==> config.mk <==
export PLATFORM = sky130hd
export DESIGN_NAME = tl_ul_arbiter
export DESIGN_NICKNAME = d
export VERILOG_FILES = /design/src/rtl/tl_ul_arbiter.sv
export SDC_FILE = /design/constraint.sdc
export NUM_CORES = 1
export LEC_CHECK = 0
export BUFFER_PORTS_ARGS = -buffer_cell sky130_fd_sc_hd__buf_2
export CAP_MARGIN = 20
export CELL_PAD_IN_SITES_DETAIL_PLACEMENT = 2
export CELL_PAD_IN_SITES_GLOBAL_PLACEMENT = 2
export CORE_AREA = 2 2 146 148
export DETAILED_ROUTE_END_ITERATION = 12
export DIE_AREA = 0 0 148 150
export GPL_ROUTABILITY_DRIVEN = 0
export PLACE_DENSITY = 0.81
export SLEW_MARGIN = 25
export SYNTH_ARGS = -nofsm -noshare
export SYNTH_HDL_FRONTEND = slang
export SYNTH_SLANG_ARGS = --single-unit
==> constraint.sdc <==
create_clock -name clk -period 4.4 [get_ports clk]
set_clock_uncertainty 0.15 [all_clocks]
set_input_delay 0.22 -clock clk [delete_from_list [all_inputs] [get_ports clk]]
set_output_delay 0.22 -clock clk [all_outputs]
set_load 0.005 [all_outputs]
==> src/rtl/tl_ul_arbiter.sv <==
// Two-master TileLink-UL arbiter: round-robin A-channel grant onto one slave
// port, source-MSB based D-channel return routing, per-master outstanding
// request accounting with an unexpected-response error pulse.

`ifndef TL_SOURCE_BITS
`define TL_SOURCE_BITS 5
`endif
`ifndef TL_ADDR_BITS
`define TL_ADDR_BITS 32
`endif
`ifndef TL_DATA_BYTES
`define TL_DATA_BYTES 4
`endif

module tl_ul_arbiter #(
  parameter int MAX_OUT = 4
) (
  input  logic                          clk,
  input  logic                          rst_n,
  // master 0 A
  input  logic                          m0_a_valid,
  output logic                          m0_a_ready,
  input  logic [2:0]                    m0_a_opcode,
  input  logic [`TL_SOURCE_BITS-2:0]    m0_a_source,
  input  logic [`TL_ADDR_BITS-1:0]      m0_a_address,
  input  logic [`TL_DATA_BYTES-1:0]     m0_a_mask,
  input  logic [`TL_DATA_BYTES*8-1:0]   m0_a_data,
  // master 0 D
  output logic                          m0_d_valid,
  input  logic                          m0_d_ready,
  output logic [3:0]                    m0_d_opcode,
  output logic [`TL_SOURCE_BITS-2:0]    m0_d_source,
  output logic [`TL_DATA_BYTES*8-1:0]   m0_d_data,
  // master 1 A
  input  logic                          m1_a_valid,
  output logic                          m1_a_ready,
  input  logic [2:0]                    m1_a_opcode,
  input  logic [`TL_SOURCE_BITS-2:0]    m1_a_source,
  input  logic [`TL_ADDR_BITS-1:0]      m1_a_address,
  input  logic [`TL_DATA_BYTES-1:0]     m1_a_mask,
  input  logic [`TL_DATA_BYTES*8-1:0]   m1_a_data,
  // master 1 D
  output logic                          m1_d_valid,
  input  logic                          m1_d_ready,
  output logic [3:0]                    m1_d_opcode,
  output logic [`TL_SOURCE_BITS-2:0]    m1_d_source,
  output logic [`TL_DATA_BYTES*8-1:0]   m1_d_data,
  // shared slave A
  output logic                          s_a_valid,
  input  logic                          s_a_ready,
  output logic [2:0]                    s_a_opcode,
  output logic [`TL_SOURCE_BITS-1:0]    s_a_source,
  output logic [`TL_ADDR_BITS-1:0]      s_a_address,
  output logic [`TL_DATA_BYTES-1:0]     s_a_mask,
  output logic [`TL_DATA_BYTES*8-1:0]   s_a_data,
  // shared slave D
  input  logic                          s_d_valid,
  output logic                          s_d_ready,
  input  logic [3:0]                    s_d_opcode,
  input  logic [`TL_SOURCE_BITS-1:0]    s_d_source,
  input  logic [`TL_DATA_BYTES*8-1:0]   s_d_data,
  // status
  output logic [3:0]                    out0_count,
  output logic [3:0]                    out1_count,
  output logic                          err_unexpected_d
);

  localparam logic [3:0] MAX_CNT = 4'(MAX_OUT);

  typedef enum logic [1:0] {IDLE, GRANT0, GRANT1} state_e;

  state_e state_q, state_d;
  logic   rr_ptr;
  logic   elig0, elig1, pick0, pick1;
  logic   gnt0, gnt1;
  logic   a_fire, d_fire, d_idx;
  logic   inc0, inc1, dec0, dec1, err_d;

  // Eligibility and the combinational IDLE pick; rr_ptr breaks ties.
  assign elig0 = m0_a_valid && (out0_count < MAX_CNT);
  assign elig1 = m1_a_valid && (out1_count < MAX_CNT);
  assign pick0 = elig0 && (!elig1 || !rr_ptr);
  assign pick1 = elig1 && (!elig0 ||  rr_ptr);

  // State register.
  // NOTE: reset is synchronous, so it is sampled inside the clocked branch rather than in the sensitivity list.
  always_ff @(posedge clk) begin
    if (!rst_n) state_q <= IDLE;
    else        state_q <= state_d;
  end

  // Next state: an IDLE pick that stalls becomes a held grant until it fires.
  always_comb begin
    // NOTE: every always_comb output gets a default first so no path can infer a latch.
    state_d = state_q;
    unique case (state_q)
      IDLE: begin
        if (pick0 && !s_a_ready)      state_d = GRANT0;
        else if (pick1 && !s_a_ready) state_d = GRANT1;
      end
      GRANT0: if (!m0_a_valid || s_a_ready) state_d = IDLE;
      GRANT1: if (!m1_a_valid || s_a_ready) state_d = IDLE;
      default: state_d = IDLE;
    endcase
  end

  // Outputs: A-channel mux driven by the effective grant, gated off in reset.
  always_comb begin
    gnt0        = rst_n && ((state_q == GRANT0) || ((state_q == IDLE) && pick0));
    gnt1        = rst_n && ((state_q == GRANT1) || ((state_q == IDLE) && pick1));
    s_a_valid   = 1'b0;
    s_a_opcode  = '0;
    s_a_source  = '0;
    s_a_address = '0;
    s_a_mask    = '0;
    s_a_data    = '0;
    m0_a_ready  = 1'b0;
    m1_a_ready  = 1'b0;
    if (gnt0) begin
      s_a_valid   = m0_a_valid;
      s_a_opcode  = m0_a_opcode;
      s_a_source  = {1'b0, m0_a_source};
      s_a_address = m0_a_address;
      s_a_mask    = m0_a_mask;
      s_a_data    = m0_a_data;
      m0_a_ready  = s_a_ready;
    end else if (gnt1) begin
      s_a_valid   = m1_a_valid;
      s_a_opcode  = m1_a_opcode;
      s_a_source  = {1'b1, m1_a_source};
      s_a_address = m1_a_address;
      s_a_mask    = m1_a_mask;
      s_a_data    = m1_a_data;
      m1_a_ready  = s_a_ready;
    end
  end

  // D routing: source MSB selects the master; payload passes through.
  always_comb begin
    d_idx       = s_d_source[`TL_SOURCE_BITS-1];
    m0_d_valid  = s_d_valid && !d_idx;
    m1_d_valid  = s_d_valid &&  d_idx;
    s_d_ready   = d_idx ? m1_d_ready : m0_d_ready;
    m0_d_opcode = s_d_opcode;
    m1_d_opcode = s_d_opcode;
    m0_d_source = s_d_source[`TL_SOURCE_BITS-2:0];
    m1_d_source = s_d_source[`TL_SOURCE_BITS-2:0];
    m0_d_data   = s_d_data;
    m1_d_data   = s_d_data;
  end

  // Count update terms; a D to a master with nothing outstanding is an error.
  always_comb begin
    a_fire = s_a_valid && s_a_ready;
    d_fire = s_d_valid && s_d_ready;
    inc0   = a_fire && gnt0;
    inc1   = a_fire && gnt1;
    dec0   = d_fire && !d_idx && (out0_count != 4'd0);
    dec1   = d_fire &&  d_idx && (out1_count != 4'd0);
    err_d  = d_fire && (d_idx ? (out1_count == 4'd0) : (out0_count == 4'd0));
  end

  // Round-robin pointer, outstanding counters and error pulse.
  always_ff @(posedge clk) begin
    if (!rst_n) begin
      // NOTE: sequential state uses non-blocking assignments so all registers update from pre-edge values.
      rr_ptr           <= 1'b0;
      out0_count       <= 4'd0;
      out1_count       <= 4'd0;
      err_unexpected_d <= 1'b0;
    end else begin
      if (inc0) rr_ptr <= 1'b1;
      if (inc1) rr_ptr <= 1'b0;
      if (inc0 && !dec0)      out0_count <= out0_count + 4'd1;
      else if (dec0 && !inc0) out0_count <= out0_count - 4'd1;
      if (inc1 && !dec1)      out1_count <= out1_count + 4'd1;
      else if (dec1 && !inc1) out1_count <= out1_count - 4'd1;
      err_unexpected_d <= err_d;
    end
  end

endmodule

==> results of run 1 <==
[synth_stat cells (4+ instances only)]
library cell / number / area share
sky130_fd_sc_hd__buf_4: 84 / 0.29
sky130_fd_sc_hd__a22o_1: 75 / 0.30
sky130_fd_sc_hd__nor2_1: 13 / 0.023
sky130_fd_sc_hd__dfxtp_1: 12 / 0.11
sky130_fd_sc_hd__nand2_1: 8 / 0.014
sky130_fd_sc_hd__buf_2: 6 / 0.014
sky130_fd_sc_hd__ha_1: 6 / 0.035
sky130_fd_sc_hd__a21oi_1: 5 / 0.012
sky130_fd_sc_hd__clkbuf_1: 5 / 0.0087
sky130_fd_sc_hd__nand3_1: 5 / 0.012
sky130_fd_sc_hd__and2_1: 4 / 0.012
sky130_fd_sc_hd__inv_1: 4 / 0.0070
sky130_fd_sc_hd__mux2i_1: 4 / 0.019
sky130_fd_sc_hd__nand2b_1: 4 / 0.012
[registers in the layout (all words and copies together), names as in the netlist]
name,cells
rr_ptr,1
out0_count,4
state_q,2
err_unexpected_d,1
out1_count,4
[report_power, final]
part | switching (mW) | internal [mW] | total (mW)
combinational | 0.259 | 0.269 | 0.528
sequential | 0.0213 | 0.123 | 0.145
clock | 0.0486 | 0.119 | 0.167
[final timing paths]
| kind | start | endpoint | slack, ns | cells after the start |
|---|---|---|---|---|
| min reg2reg | out1_count[3] | out1_count[3] | 0.37 | 2 |
| min | s_d_valid | err_unexpected_d | 0.09 | 2 |
| max reg2reg | out1_count[2] | out1_count[3] | 1.39 | 11 |
| max | out1_count[2] | out1_count[3] | 1.39 | 11 |
[worst max-delay path, stage by stage, from the launching register on]
cell and delay [ns]:
sky130_fd_sc_hd__dfxtp_1 0.35, sky130_fd_sc_hd__nor3b_1 0.45, sky130_fd_sc_hd__a2111o_1 0.30, sky130_fd_sc_hd__a21oi_1 0.13
sky130_fd_sc_hd__o211a_1 0.23, sky130_fd_sc_hd__ha_1 0.21, sky130_fd_sc_hd__inv_1 0.14, sky130_fd_sc_hd__ha_1 0.30
sky130_fd_sc_hd__a21oi_1 0.19, sky130_fd_sc_hd__a211oi_1 0.10, sky130_fd_sc_hd__a31oi_1 0.19, sky130_fd_sc_hd__mux2i_1 0.20
[layer usage]
| layer | track usage | routed length (microns) | vias to the layer above |
|---|---|---|---|
| met4 | 0.0124 | 53 | 0 |
| met3 | 0.0317 | 1240 | 10 |
| li1 | - | - | 1219 |
| met5 | 0 | 0 | - |
| met2 | 0.175 | 5950 | 186 |
| met1 | 0.106 | 4400 | 1244 |
[cell type report]
cell class | instances | share of cell area
repair buffers | 254 | 0.411
multi-input cells | 151 | 0.377
well taps | 275 | 0.108
flip-flops and latches | 12 | 0.0751
clock buffers | 3 | 0.0235
inverters | 5 | 0.00586
[cells by family (layout without fill, tap and decap cells)]
| family | Yosys count | after routing |
|---|---|---|
| flops | 12 | 12 |
| buf+inv | 103 | 262 |
| mux | 4 | 4 |
| compound gates | 92 | 92 |
| simple gates | 43 | 43 |
| fa+ha+maj | 8 | 8 |
| xor+xnor | 4 | 4 |
[through the flow]
stage	hold WS, ns	utilization	total power, mW
6_report	0.0851	0.155	0.840
3_5_place_dp	0.290	0.150	0.679
4_1_cts	0.0874	0.153	0.853
5_1_grt	0.107	0.155	0.907
2_1_floorplan	0.142	-	0.469
3_3_place_gp	0.290	0.150	0.668
==> flow_metrics.env, run 1 <==
export IMPL_crit_path_time_final_ns=3.01
export IMPL_layout_cells_non_filler=700
export IMPL_async_flop_share=0
export IMPL_fillers=2531
export IMPL_clock_pin_slew_of_the_registers_on_the_worst_case_setup_and_hold_paths_ns=0.04
export IMPL_class_of_the_most_critical_setup_path="flip-flop to flip-flop"
export IMPL_antenna_violations_before_repair=0
export IMPL_yosys_most_used_dff="sky130_fd_sc_hd__dfxtp_1"
export IMPL_critical_path_endpoint_type="flip-flop"
export IMPL_vdd_ir_drop_max_v=0.000132
export IMPL_synth_edff_count=0
export IMPL_grt_pass1_wl_mm=16.1
export IMPL_clk_root_buffer_cell="sky130_fd_sc_hd__clkbuf_16"
export IMPL_synth_fp_nets=473
export IMPL_placed_area_sq_um=3100
export IMPL_die_x_microns=148
export IMPL_yosys_mux_area_fraction=0.0186
export IMPL_setup_viol_count_final=0
export IMPL_grt_pass1_vias=2665
export IMPL_crit_fanout=5
export IMPL_area_growth_pct=48.4
export IMPL_post_cts_resized=0
export IMPL_synth_compound_area_share=0.363
export IMPL_netlist_cell_type_count=37
export IMPL_numClockSinks=12
export IMPL_final_min_period_over_clock_period=0.684
export IMPL_clk_latency_ns=0.24
export IMPL_final_hold_viol_count=0
export IMPL_groute_usage_overall=0.0940
export IMPL_worstPathArrival_ns=3.03
export IMPL_drt_wl_total_mm=11.6
export IMPL_final_worst_setup_slack_ns=1.39
export IMPL_wl_per_cell_microns=16.6
export IMPL_placementRows=53
export IMPL_worst_min_delay_path_category="input port to flip-flop"
export IMPL_grt_overflow_total=0
export IMPL_final_cell_mix="sky130_fd_sc_hd__buf_2, sky130_fd_sc_hd__a22o_1, sky130_fd_sc_hd__nor2_1"
export IMPL_worstPathRequired_ns=4.42
export IMPL_synth_simple_gate_area_frac=0.102
export IMPL_detail_route_drc_violations=0
export IMPL_dpl_hpwl_mm=10.0
export IMPL_worst_margin_pin_slew_ns=0.868
export IMPL_floorplan_die_height_microns=150
export IMPL_cts_made_buffers=3
export IMPL_htree_levels=1
export IMPL_setup_worst_path_start_class="flip-flop"
export IMPL_drive_gt1_frac=0.614
export IMPL_cts_hold_fix_buffers=0
export IMPL_p_leak_nw=1.79
export IMPL_dp_slack_ns=1.38
export IMPL_cts_max_path_buffers=2
export IMPL_drt_iter0_markers=58
export IMPL_core_region_sq_um=20700
export IMPL_floorplan_initialDensity=0.104
export IMPL_synth_fa_ha_area_frac=0.0534
export IMPL_die_area_sq_um=22200
export IMPL_post_cts_setup_buffers=0
export IMPL_drt_antenna_violating_nets=0
export IMPL_yosys_warnings=0
export IMPL_final_area_sq_um=3200
export IMPL_ys_seq_elements=12
export IMPL_final_net_count=634
export IMPL_synth_cells=266
export IMPL_multi_input_area_sq_um=1210
export IMPL_seq_area_sq_um=240
export IMPL_drv_slew=0
export IMPL_dp_cells=696
export IMPL_setup_total_negative_slack_ns=0
export IMPL_synth_xor_area_frac=0.0162
export IMPL_final_common_cell="sky130_fd_sc_hd__buf_2"
export IMPL_via_cell_ratio=3.80
export IMPL_tritoncts="done"
export IMPL_fmaxAchievable_ghz=0.332
export IMPL_num_antenna_cells=0
export IMPL_synth_area_per_cell_sq_um=8.11
export IMPL_post_synth_instance_area_sq_um=2160
export IMPL_status="finished, final reports clean"
export IMPL_rsz0062_at_grt="no"
export IMPL_first_drt_pass_iteration_count=4
export IMPL_relSlewSlack=0.421
export IMPL_maximum_number_of_pins_on_one_net_before_global_route_repair=79
export IMPL_vias=2659
export IMPL_io_buffers=249
export IMPL_pin_count=370
export IMPL_synth_sequential_area_ratio=0.111
export IMPL_max_cap_violations=0
export IMPL_synth_top_family_by_area="compound AO/OA/AOI/OAI gates"
export IMPL_power_per_cell_area_nw_per_um2=262
Power figures use the tool's default switching activity.
==> inputs of run 2 (changes only) <==
--- a/config.mk
+++ b/config.mk
@@ -9,11 +9,11 @@
 export CAP_MARGIN = 20
 export CELL_PAD_IN_SITES_DETAIL_PLACEMENT = 2
 export CELL_PAD_IN_SITES_GLOBAL_PLACEMENT = 2
-export CORE_AREA = 2 2 146 148
+export CORE_AREA = 2 2 144 146
 export DETAILED_ROUTE_END_ITERATION = 12
-export DIE_AREA = 0 0 148 150
+export DIE_AREA = 0 0 146 148
 export GPL_ROUTABILITY_DRIVEN = 0
-export PLACE_DENSITY = 0.81
+export PLACE_DENSITY = 0.83
 export SLEW_MARGIN = 25
 export SYNTH_ARGS = -nofsm -noshare
 export SYNTH_HDL_FRONTEND = slang
==> constraint.sdc (replaced) <==
create_clock -name clk -period 3.08 [get_ports clk]
set_clock_uncertainty 0.15 [all_clocks]
set_input_delay 0.154 -clock clk [delete_from_list [all_inputs] [get_ports clk]]
set_output_delay 0.154 -clock clk [all_outputs]
set_load 0.005 [all_outputs]
==> run 2 against run 1 <==
- hold slack lost 0.054 ns
- critical path type unchanged
- highest routed layer is now met5
- critical path depth is the same
- global-route usage is 1.4 points higher
==> flow_metrics.env, run 2 (synthesis results as in run 1) <==
export IMPL_status="finished, final reports clean"
export IMPL_io_buffers=249
export IMPL_setup_worst_path_start_class="flip-flop"
export IMPL_max_stage_delay_ns=0.57
export IMPL_reg_top3="out0_count (4), out1_count (4), state_q (2)"
export IMPL_grt_pass1_wl_mm=18.1
export IMPL_cts_made_buffers=3
export IMPL_drv_slew=0
export IMPL_dp_cells=692
export IMPL_worst_margin_pin_slew_ns=0.902
export IMPL_seq_area_sq_um=243
export IMPL_wl_per_cell_microns=18.0
export IMPL_core_region_sq_um=20000
export IMPL_final_cell_mix="sky130_fd_sc_hd__buf_2, sky130_fd_sc_hd__a22o_1, sky130_fd_sc_hd__nor2_1"
export IMPL_via_cell_ratio=3.85
export IMPL_r2r_setup_slack_ns=0.17
export IMPL_drive_gt1_frac=0.627
export IMPL_final_hold_viol_count=0
export IMPL_htree_levels=1
export IMPL_cts_hold_fix_buffers=0
export IMPL_grt_overflow_total=0
export IMPL_num_antenna_cells=0
export IMPL_worstReg2RegEnd="out1_count[3]"
export IMPL_hp_start="s_d_valid"
export IMPL_vdd_ir_drop_max_v=0.000229
export IMPL_groute_usage_overall=0.108
export IMPL_worstPathArrival_ns=2.92
export IMPL_worst_min_delay_path_category="input port to flip-flop"
export IMPL_final_common_cell="sky130_fd_sc_hd__buf_2"
export IMPL_floorplan_initialDensity=0.108
export IMPL_crit_path_time_final_ns=2.91
export IMPL_pin_count=370
export IMPL_drt_iter0_markers=48
export IMPL_crit_buf_inv=1
export IMPL_rsz0062_at_grt="no"
export IMPL_fillers=2465
export IMPL_maximum_number_of_pins_on_one_net_before_global_route_repair=79
export IMPL_tritoncts="done"
export IMPL_timing_critical_path_max_delay_family="compound AO/OA/AOI/OAI gates"
export IMPL_detail_route_drc_violations=0
export IMPL_antenna_violations_before_repair=1
export IMPL_numClockSinks=12
export IMPL_grt_pass1_vias=2865
export IMPL_dpl_hpwl_mm=10.6
export IMPL_cts_max_path_buffers=2
export IMPL_setup_viol_count_final=0
export IMPL_final_net_count=635
export IMPL_setup_total_negative_slack_ns=0
export IMPL_placementRows=52
export IMPL_clk_latency_ns=0.24
export IMPL_critical_path_slowest_cell="sky130_fd_sc_hd__or4b_1"
export IMPL_relSlewSlack=0.399
export IMPL_critical_path_endpoint_type="flip-flop"
export IMPL_multi_input_area_sq_um=1220
export IMPL_die_area_sq_um=21600
export IMPL_min_path_cells=2
export IMPL_reg2reg_depth=11
export IMPL_vias=2677
export IMPL_layout_cells_non_filler=696
export IMPL_clock_pin_slew_of_the_registers_on_the_worst_case_setup_and_hold_paths_ns=0.04
export IMPL_cp_cell_sequence="or4b_1, a21oi_2, nor3_4, o211a_1, ha_1, inv_1, ha_1, a21oi_2, a211oi_1, a31oi_1, mux2i_1"
export IMPL_max_cap_violations=0
export IMPL_final_core_util=0.159
export IMPL_area_growth_pct=47.9
export IMPL_drt_wl_total_mm=12.6
export IMPL_die_x_microns=146
export IMPL_final_min_period_over_clock_period=0.945
export IMPL_reg2reg_from="out0_count[2]"
export IMPL_total_power_mw=1.21
export IMPL_class_of_the_most_critical_setup_path="flip-flop to flip-flop"
export IMPL_floorplan_die_height_microns=148
export IMPL_crit_fanout=6
export IMPL_drt_antenna_violating_nets=0
export IMPL_first_drt_pass_iteration_count=4
export IMPL_p_leak_nw=1.79
export IMPL_clk_root_buffer_cell="sky130_fd_sc_hd__clkbuf_16"
export IMPL_power_per_cell_area_nw_per_um2=380
export IMPL_worst_hold_path_endpoint="err_unexpected_d"
export IMPL_fmaxAchievable_ghz=0.344
export IMPL_worstPathRequired_ns=3.09
## run 2: how the worst max path moves through the flow
stage,from,to,slack [ns],depth (start not counted)
3_5_place_dp,out1_count[2],out1_count[3],0.01,12
6_report,out0_count[2],out1_count[3],0.17,11
4_1_cts,out1_count[2],out1_count[3],0.04,12
2_1_floorplan,out0_count[3],out1_count[3],0.23,12
5_1_grt,out0_count[2],out1_count[3],0.001,11
3_3_place_gp,out1_count[2],out0_count[3],0.13,12
## run 2: routing by layer
metal	global-route usage	vias up	routed length, microns
li1	-	1225	-
met1	0.120	1223	4770
met2	0.199	211	6340
met3	0.0389	16	1270
met4	0.0223	2	166
met5	0	-	13
## run 2: report_power, final
group	internal, mW	switching, mW	leakage (nW)
clock	0.169	0.0675	0.0370
sequential	0.177	0.0301	0.0989
combinational	0.377	0.392	1.65
## run 2: per-stage QoR
| step | setup WS (ns) | area [sq um] | hold slack, ns |
|---|---|---|---|
| finish | 0.171 | 3190 | 0.0308 |
| floorplan | 0.234 | 2160 | 0.0756 |
| global placement | 0.125 | 3090 | 0.158 |
| global route | 0.00112 | 3190 | 0.0559 |
| CTS | 0.0392 | 3170 | 0.0301 |
| detailed placement | 0.0127 | 3090 | 0.158 |
## run 2: repair_timing
action                                  4_1_cts  5_1_grt
gates resized for setup                       1        5
hold endpoints to repair                      0        0
buffers inserted                              0        1
endpoints found under the setup margin        2        3
pin swaps                                     0        2
## run 2: worst reg2reg max path: stages, from the launching register on
cell                       delay (ns)
sky130_fd_sc_hd__dfxtp_1         0.36
sky130_fd_sc_hd__or4b_1          0.57
sky130_fd_sc_hd__a21oi_2         0.25
sky130_fd_sc_hd__nor3_4          0.06
sky130_fd_sc_hd__o211a_1         0.14
sky130_fd_sc_hd__ha_1            0.22
sky130_fd_sc_hd__inv_1           0.14
sky130_fd_sc_hd__ha_1            0.30
sky130_fd_sc_hd__a21oi_2         0.18
sky130_fd_sc_hd__a211oi_1        0.09
sky130_fd_sc_hd__a31oi_1         0.18
sky130_fd_sc_hd__mux2i_1         0.19
## run 2: final cells by class
type                            instances  area share
Timing Repair Buffer                  255       0.405
Clock buffer                            3      0.0235
Multi-Input combinational cell        151       0.384
Sequential cell                        12      0.0761
Tap cell                              270       0.106
Inverter                                5     0.00588
